## src/rtl/vc_queue_domain_gate.sv

```systemverilog
// Two-input admission gate for a vc_Queue. At any time only one security domain may
// enter the queue, and the gate drains the queue before it switches domain.
module vc_queue_domain_gate #(
    parameter int p_msg_nbits = 8,
    parameter int p_num_msgs  = 2,
    parameter int p_max_burst = 8,
    localparam int c_addr_nbits = $clog2(p_num_msgs)
) (
    input  logic                   clk,
    input  logic                   reset,

    input  logic                   in0_val,
    output logic                   in0_rdy,
    input  logic                   in0_domain,
    input  logic [p_msg_nbits-1:0] in0_msg,

    input  logic                   in1_val,
    output logic                   in1_rdy,
    input  logic                   in1_domain,
    input  logic [p_msg_nbits-1:0] in1_msg,

    output logic                   out_val,
    input  logic                   out_rdy,
    output logic                   out_domain,
    output logic [p_msg_nbits-1:0] out_msg,

    input  logic [c_addr_nbits:0]  q_num_free_entries,

    output logic                   cur_domain,
    output logic                   draining
);

    localparam int c_burst_nbits = $clog2(p_max_burst + 1);
    localparam logic [c_burst_nbits-1:0] c_burst_max   = c_burst_nbits'(p_max_burst);
    localparam logic [c_addr_nbits:0]    c_queue_empty = (c_addr_nbits + 1)'(p_num_msgs);

    typedef enum logic {
        ST_OPEN,
        ST_DRAIN
    } state_t;

    state_t                   state;
    logic                     rr;          // 0 = in0 next on a tie, 1 = in1
    logic [c_burst_nbits-1:0] burst_cnt;

    logic match0, match1, mismatch0, mismatch1;
    logic any_match, any_mismatch;
    logic go_drain, admit;
    logic grant0, grant1, transfer;

    assign match0    = in0_val && (in0_domain == cur_domain);
    assign match1    = in1_val && (in1_domain == cur_domain);
    assign mismatch0 = in0_val && (in0_domain != cur_domain);
    assign mismatch1 = in1_val && (in1_domain != cur_domain);

    assign any_match    = match0 | match1;
    assign any_mismatch = mismatch0 | mismatch1;

    // The other domain wins the gate when nothing of ours is waiting or our burst is spent.
    assign go_drain = (state == ST_OPEN) && any_mismatch &&
                      (!any_match || (burst_cnt == c_burst_max));

    // Reset also gates the grant so nothing leaks out while reset is held.
    assign admit  = !reset && (state == ST_OPEN) && !go_drain;
    assign grant0 = admit && match0 && (!match1 || !rr);
    assign grant1 = admit && match1 && (!match0 ||  rr);

    assign out_val    = grant0 | grant1;
    assign out_msg    = grant1 ? in1_msg : in0_msg;
    assign out_domain = cur_domain;
    assign in0_rdy    = out_rdy & grant0;
    assign in1_rdy    = out_rdy & grant1;
    assign transfer   = out_val & out_rdy;

    // NOTE: state is updated with non-blocking assignments only, so every branch
    // below reads the pre-edge values of state, rr and burst_cnt.
    always_ff @(posedge clk or posedge reset) begin
        if (reset) begin
            state      <= ST_OPEN;
            cur_domain <= 1'b0;
            rr         <= 1'b0;
            burst_cnt  <= '0;
            draining   <= 1'b0;
        end else begin
            case (state)
                ST_OPEN: begin
                    if (go_drain) begin
                        state    <= ST_DRAIN;
                        draining <= 1'b1;
                    end else if (transfer) begin
                        rr <= grant0;
                        if (!any_mismatch)
                            burst_cnt <= '0;
                        else if (burst_cnt != c_burst_max)
                            burst_cnt <= burst_cnt + 1'b1;
                    end
                end
                ST_DRAIN: begin
                    // Switch only once every entry of the old domain has left the queue.
                    if (q_num_free_entries == c_queue_empty) begin
                        state      <= ST_OPEN;
                        cur_domain <= ~cur_domain;
                        burst_cnt  <= '0;
                        draining   <= 1'b0;
                    end
                end
                default: begin
                    state    <= ST_OPEN;
                    draining <= 1'b0;
                end
            endcase
        end
    end

endmodule

```

## config.mk

```make
export PLATFORM = sky130hd
export DESIGN_NAME = vc_queue_domain_gate
export DESIGN_NICKNAME = d
export VERILOG_FILES = /design/src/rtl/vc_queue_domain_gate.sv
export SDC_FILE = /design/constraint.sdc
export NUM_CORES = 1
export LEC_CHECK = 0
export CELL_PAD_IN_SITES_DETAIL_PLACEMENT = 1
export CELL_PAD_IN_SITES_GLOBAL_PLACEMENT = 1
export CORE_MARGIN = 1.5
export CORE_UTILIZATION = 28
export DETAILED_ROUTE_END_ITERATION = 7
export PLACE_DENSITY_LB_ADDON = 0.1
export SLEW_MARGIN = 20
export SYNTH_ARGS = -nofsm -noshare
export SYNTH_HDL_FRONTEND = slang
export SYNTH_SLANG_ARGS = --single-unit
```

## constraint.sdc

```tcl
create_clock -name clk -period 2.6 [get_ports clk]
set_input_delay 0.52 -clock clk [delete_from_list [all_inputs] [get_ports clk]]
set_output_delay 0.52 -clock clk [all_outputs]
set_load 0.01 [all_outputs]
```

; ---- Word level (Yosys, flattened, before mapping)
; Cells that the tools add are included.
[totals]
ff_bits = 8
in_bits = 25
output_inout_bits = 14
word_cells = 65
[classes]
add_sub_neg = 1
eq_ne = 12
mux = 13
bitwise_logic = 9
n_reduce_logical = 25
[op_table]
columns = operator, n
row1 = $mux 4, 5
row2 = $logic_and 1x1->1, 12
row3 = $mux 8, 1
row4 = $pmux 4 s2, 1
row5 = $logic_not 1->1, 6
row6 = $ne 2x2->1 const B, 3
row7 = $add 4x1->4 const B, 1
row8 = $eq 4x4->1 const B, 1
row9 = $mux 1, 4
row10 = $ne 4x4->1 const B, 1
row11 = $pmux 1 s2, 2
row12 = $reduce_and 2->1, 2
row13 = $reduce_and 4->1, 1
row14 = $and 1x1->1, 3
row15 = $logic_or 1x1->1, 3
row16 = $ne 3x2->1 const B, 1
row17 = $not 1->1, 3
row18 = $or 1x1->1, 3
row19 = $reduce_and 3->1, 1
row20 = $eq 1x1->1, 2
row21 = $eq 2x2->1 const B, 1
row22 = $ne 1x1->1, 2
row23 = $ne 2x1->1 const B, 1

; ---- Depth between registers and ports, before layout
[depth]
word_depth = 15
ltp_mapped = 7

; ---- Least setup slack after synthesis
; OpenSTA, ideal clock, no wires.
[synth_path]
kind = input -> output
startpoint = input port in1_domain
endpoint = output port out_msg[0]
t_arrival_ns = 1.881
t_required_ns = 2.080
setup_slack_ns = 0.199
cell_stages = 6
cell_sequence = buf_2 -> nand2b_1 -> a311o_2 -> a31oi_4 -> nor2_4 -> mux2_4
[synth_via]
elab_chain_cells = 11
elab_cells_between_ends = 15
cone_classes = eq/ne: 2 / mux: 1 / bitwise: 2 / reduce/logical: 10
[synth_lines]
columns = item, line_no
row1 = from (decl), 19  ; input logic in1_domain,
row2 = $eq 1x1->1, 52  ; assign match1 = in1_val && (in1_domain == cur_domain);
row3 = $logic_and 1x1->1, 52
row4 = $or 1x1->1, 56  ; assign any_match = match0 | match1;
row5 = $logic_not 1->1, 61  ; (!any_match || (burst_cnt == c_burst_max));
row6 = $logic_or 1x1->1, 61
row7 = $logic_and 1x1->1, 60  ; assign go_drain = (state == ST_OPEN) && any_mismatch &&
row8 = $logic_not 1->1, 64  ; assign admit = !reset && (state == ST_OPEN) && !go_drain;
row9 = $logic_and 1x1->1, 64
row10 = $logic_and 1x1->1 (*) (2 in a row), 66  ; assign grant1 = admit && match1 && (!match0 || rr);
row11 = $mux 8 (*), 69  ; assign out_msg = grant1 ? in1_msg : in0_msg;
row12 = to (decl), 25  ; output logic [p_msg_nbits-1:0] out_msg,
; Every way passes the cells marked *; elsewhere a longest branch is shown, timed or not.

; ---- Final worst setup path
[layout_path]
startpoint = input port in0_val
endpoint = output port out_msg[6]
[layout_via]
elab_chain_cells = 10
elab_cells_between_ends = 15
cone_classes = mux: 1 / bitwise: 2 / reduce/logical: 12
[layout_lines]
columns = item, line_no
row1 = from (decl), 12  ; input logic in0_val,
row2 = $logic_and 1x1->1, 51  ; assign match0 = in0_val && (in0_domain == cur_domain);
row3 = $or 1x1->1, 56
row4 = $logic_not 1->1, 61
row5 = $logic_or 1x1->1, 61
row6 = $logic_and 1x1->1, 60
row7 = $logic_not 1->1, 64
row8 = $logic_and 1x1->1, 64
row9 = $logic_and 1x1->1, 66
row10 = $logic_and 1x1->1 (*), 66
row11 = $mux 8 (*), 69
; Marks and branches as above.

==> reports/qor.yml <==
grt_usage: 0.210
dp_slack_ns: -0.765
async_reset_ff_frac: 1.00
finalCritPeriodShare: 1.02
cp_cell_sequence: "clkbuf_4, buf_6, a22oi_1, nand2_1, a31oi_4, nor2_4, buf_12, buf_6, mux2_4, buf_6"
clk_latency_ns: 0.26
r2r-end: "burst_cnt[3]"
min-delay-start: "burst_cnt[3]"
nNetsFinal: 188
min_path_type: "reg2reg"
grt_pass1_vias: 1080
min_period_ns: 2.64
antenna_cells: 0
cts_root_buffer: "clkbuf_4"
globalplace.congestion: 0.786
clk_path_buf_depth: 2
htreeDepth: 1
grt_pass1_wl_mm: 5.02
drv_cap: 0
vias: 1019
setup_slack_ns: -0.0414
reg2reg_from: "burst_cnt[1]"
dp_hpwl_mm: 2.20
core_sq_um: 2540
slowest_stage: "mux2_4"
drt_iter0_drc: 18
hold_end: "burst_cnt[3]"
rsz0062_at_grt: "true"
clkPwrFrac: 0.091
violations: "setup timing"
intPower_w: 0.000662
area_growth_pct: 101
grt_max_degree: 9
share_seq_of_total_power: 0.204
skew_ns: 0.00690
synth.distinct_cells: 39
critPathLaunchType: "input port"
firstDrtPassIters: 4
cts_tree: "yes"
ys_ff_latch: 8
synth.avg_cell_area_sq_um: 9.14
path_class: "in2out"
final_layout_size_suffix_gt1_frac: 0.465
dieWidth_um: 55.7
cp_num_buf_inv: 5
clk_pin_slew_ns: 0.05
cts_buffers: 3
synthCells: 85
synth_area_sq_um: 777
start_util: 0.305
ant_nets: 0
grt.overflow.total: 0
antenna_found_initial: 0
cpMostUsedCell: "buf_6"
swShare: 0.390
final_common_cell: "buf_4"
min_path_cells: 1
slew_violations: 0
ys_warn_count: 0
viasPerCell: 5.39
leakagePower_nw: 0.716
cp_top_family: "buffers and inverters"
ys_seq_area_frac: 0.258
worst_hold_slack_ns: 0.480
r2r_cells: 8
synth_ff_type: "dfrtp_1"
clock.fmax_mhz: 379
clkSinkCount: 8
final_cell_mix: "buf_4, clkdlybuf4s50_1, buf_6"
dieArea_sq_um: 3100
die_y_um: 55.7
worstPathArrival_ns: 2.12
crit_fanout: 5
synth-edff-count: 0
wire_per_inst_um: 16.5
required_ns: 2.08
ios: 39
wl_mm: 3.12
powerDensity_nw_per_um2: 694
drc: 0
slew_headroom: 0.667
synth_nets: 112
setup_viol: 5
max_stage_delay_ns: 0.29
io_buffer_count: 38
status: "complete, but fails checks"
rrSetupSlack_ns: 0.50
p_comb_frac: 0.705
worstMarginPinSlew_ns: 0.495
peakVddDrop_v: 0.000455
row_count: 18
end_kind: "output port"
path_depth: 10
p_sw_w: 0.000423
hold_violations: 0
how the worst max path moves through the flow:
stage / startpoint / end / slack (ns)
2_1_floorplan: in1_domain / out_msg[0] / 0.20
3_3_place_gp: in0_val / out_msg[3] / -0.69
3_5_place_dp: in0_val / out_msg[0] / -0.76
4_1_cts: cur_domain / out_msg[6] / -0.06
5_1_grt: in0_val / out_msg[6] / -0.1
6_report: in0_val / out_msg[6] / -0.04
cell type report:
type	count	area, sq um
flip-flops and latches	8	200
fillers	285	980
well taps	30	37.5
clock buffers	3	22.5
multi-input cells	68	608
repair buffers	74	674
inverters	6	22.5
timing repair:
| item | in CTS | in global routing |
|---|---|---|
| hold buffers | 0 | 0 |
| resized for setup | 68 | 17 |
| buffers inserted | 18 | 4 |
| setup endpoints to repair | 11 | 10 |
| pin swaps | 3 | 5 |
logic make-up after synthesis:
kind of cell / share of synthesized area
buf+inv: 0.0515
flops: 0.258
mux: 0.155
simple gates: 0.246
xor+xnor: 0.0225
fa+ha+maj: 0.0322
compound gates: 0.235
state kept, by name, summed over array words and instances (netlist names):
name        flops
burst_cnt       4
cur_domain      1
draining        1
rr              1
state           1
Yosys cell counts, types with 3 or more instances:
master    count  area (sq um)
a31oi_1       4          25.0
inv_1         6          22.5
mux2_4        8           120
nand2b_1      3          18.8
nand2_1       8          30.0
nor2_1        3          11.3
dfrtp_1       8           200
per-stage QoR:
stage / area, sq um / TNS [ns] / cells / util / power (W)
final: 1570 / -0.195 / 189 / 0.615 / 0.00109
after global placement: 1320 / -6.85 / 169 / 0.519 / 0.000778
after global routing: 1570 / -0.544 / 189 / 0.615 / 0.00116
after floorplan: 777 / 0 / 85 / - / 0.000511
after detailed placement: 1320 / -7.62 / 169 / 0.519 / 0.000802
after CTS: 1470 / -0.255 / 185 / 0.579 / 0.00101
power groups by stage:
stage	combinational, W	sequential (W)	clock, W
floorplan	0.000295	0.000216	0
global placement	0.000566	0.000212	0
detailed placement	0.000588	0.000214	0
CTS	0.000689	0.000216	0.000104
global route	0.000828	0.000229	0.000106
finish	0.000765	0.000222	0.0000985
layer usage:
| metal | vias up | routed length (um) | GRT usage |
|---|---|---|---|
| li1 | 472 | - | - |
| met1 | 485 | 1200 | 0.217 |
| met2 | 50 | 1640 | 0.396 |
| met3 | 12 | 184 | 0.0419 |
| met4 | 0 | 98 | 0.101 |
| met5 | - | 0 | 0 |
(Power assumes the default switching activity.)
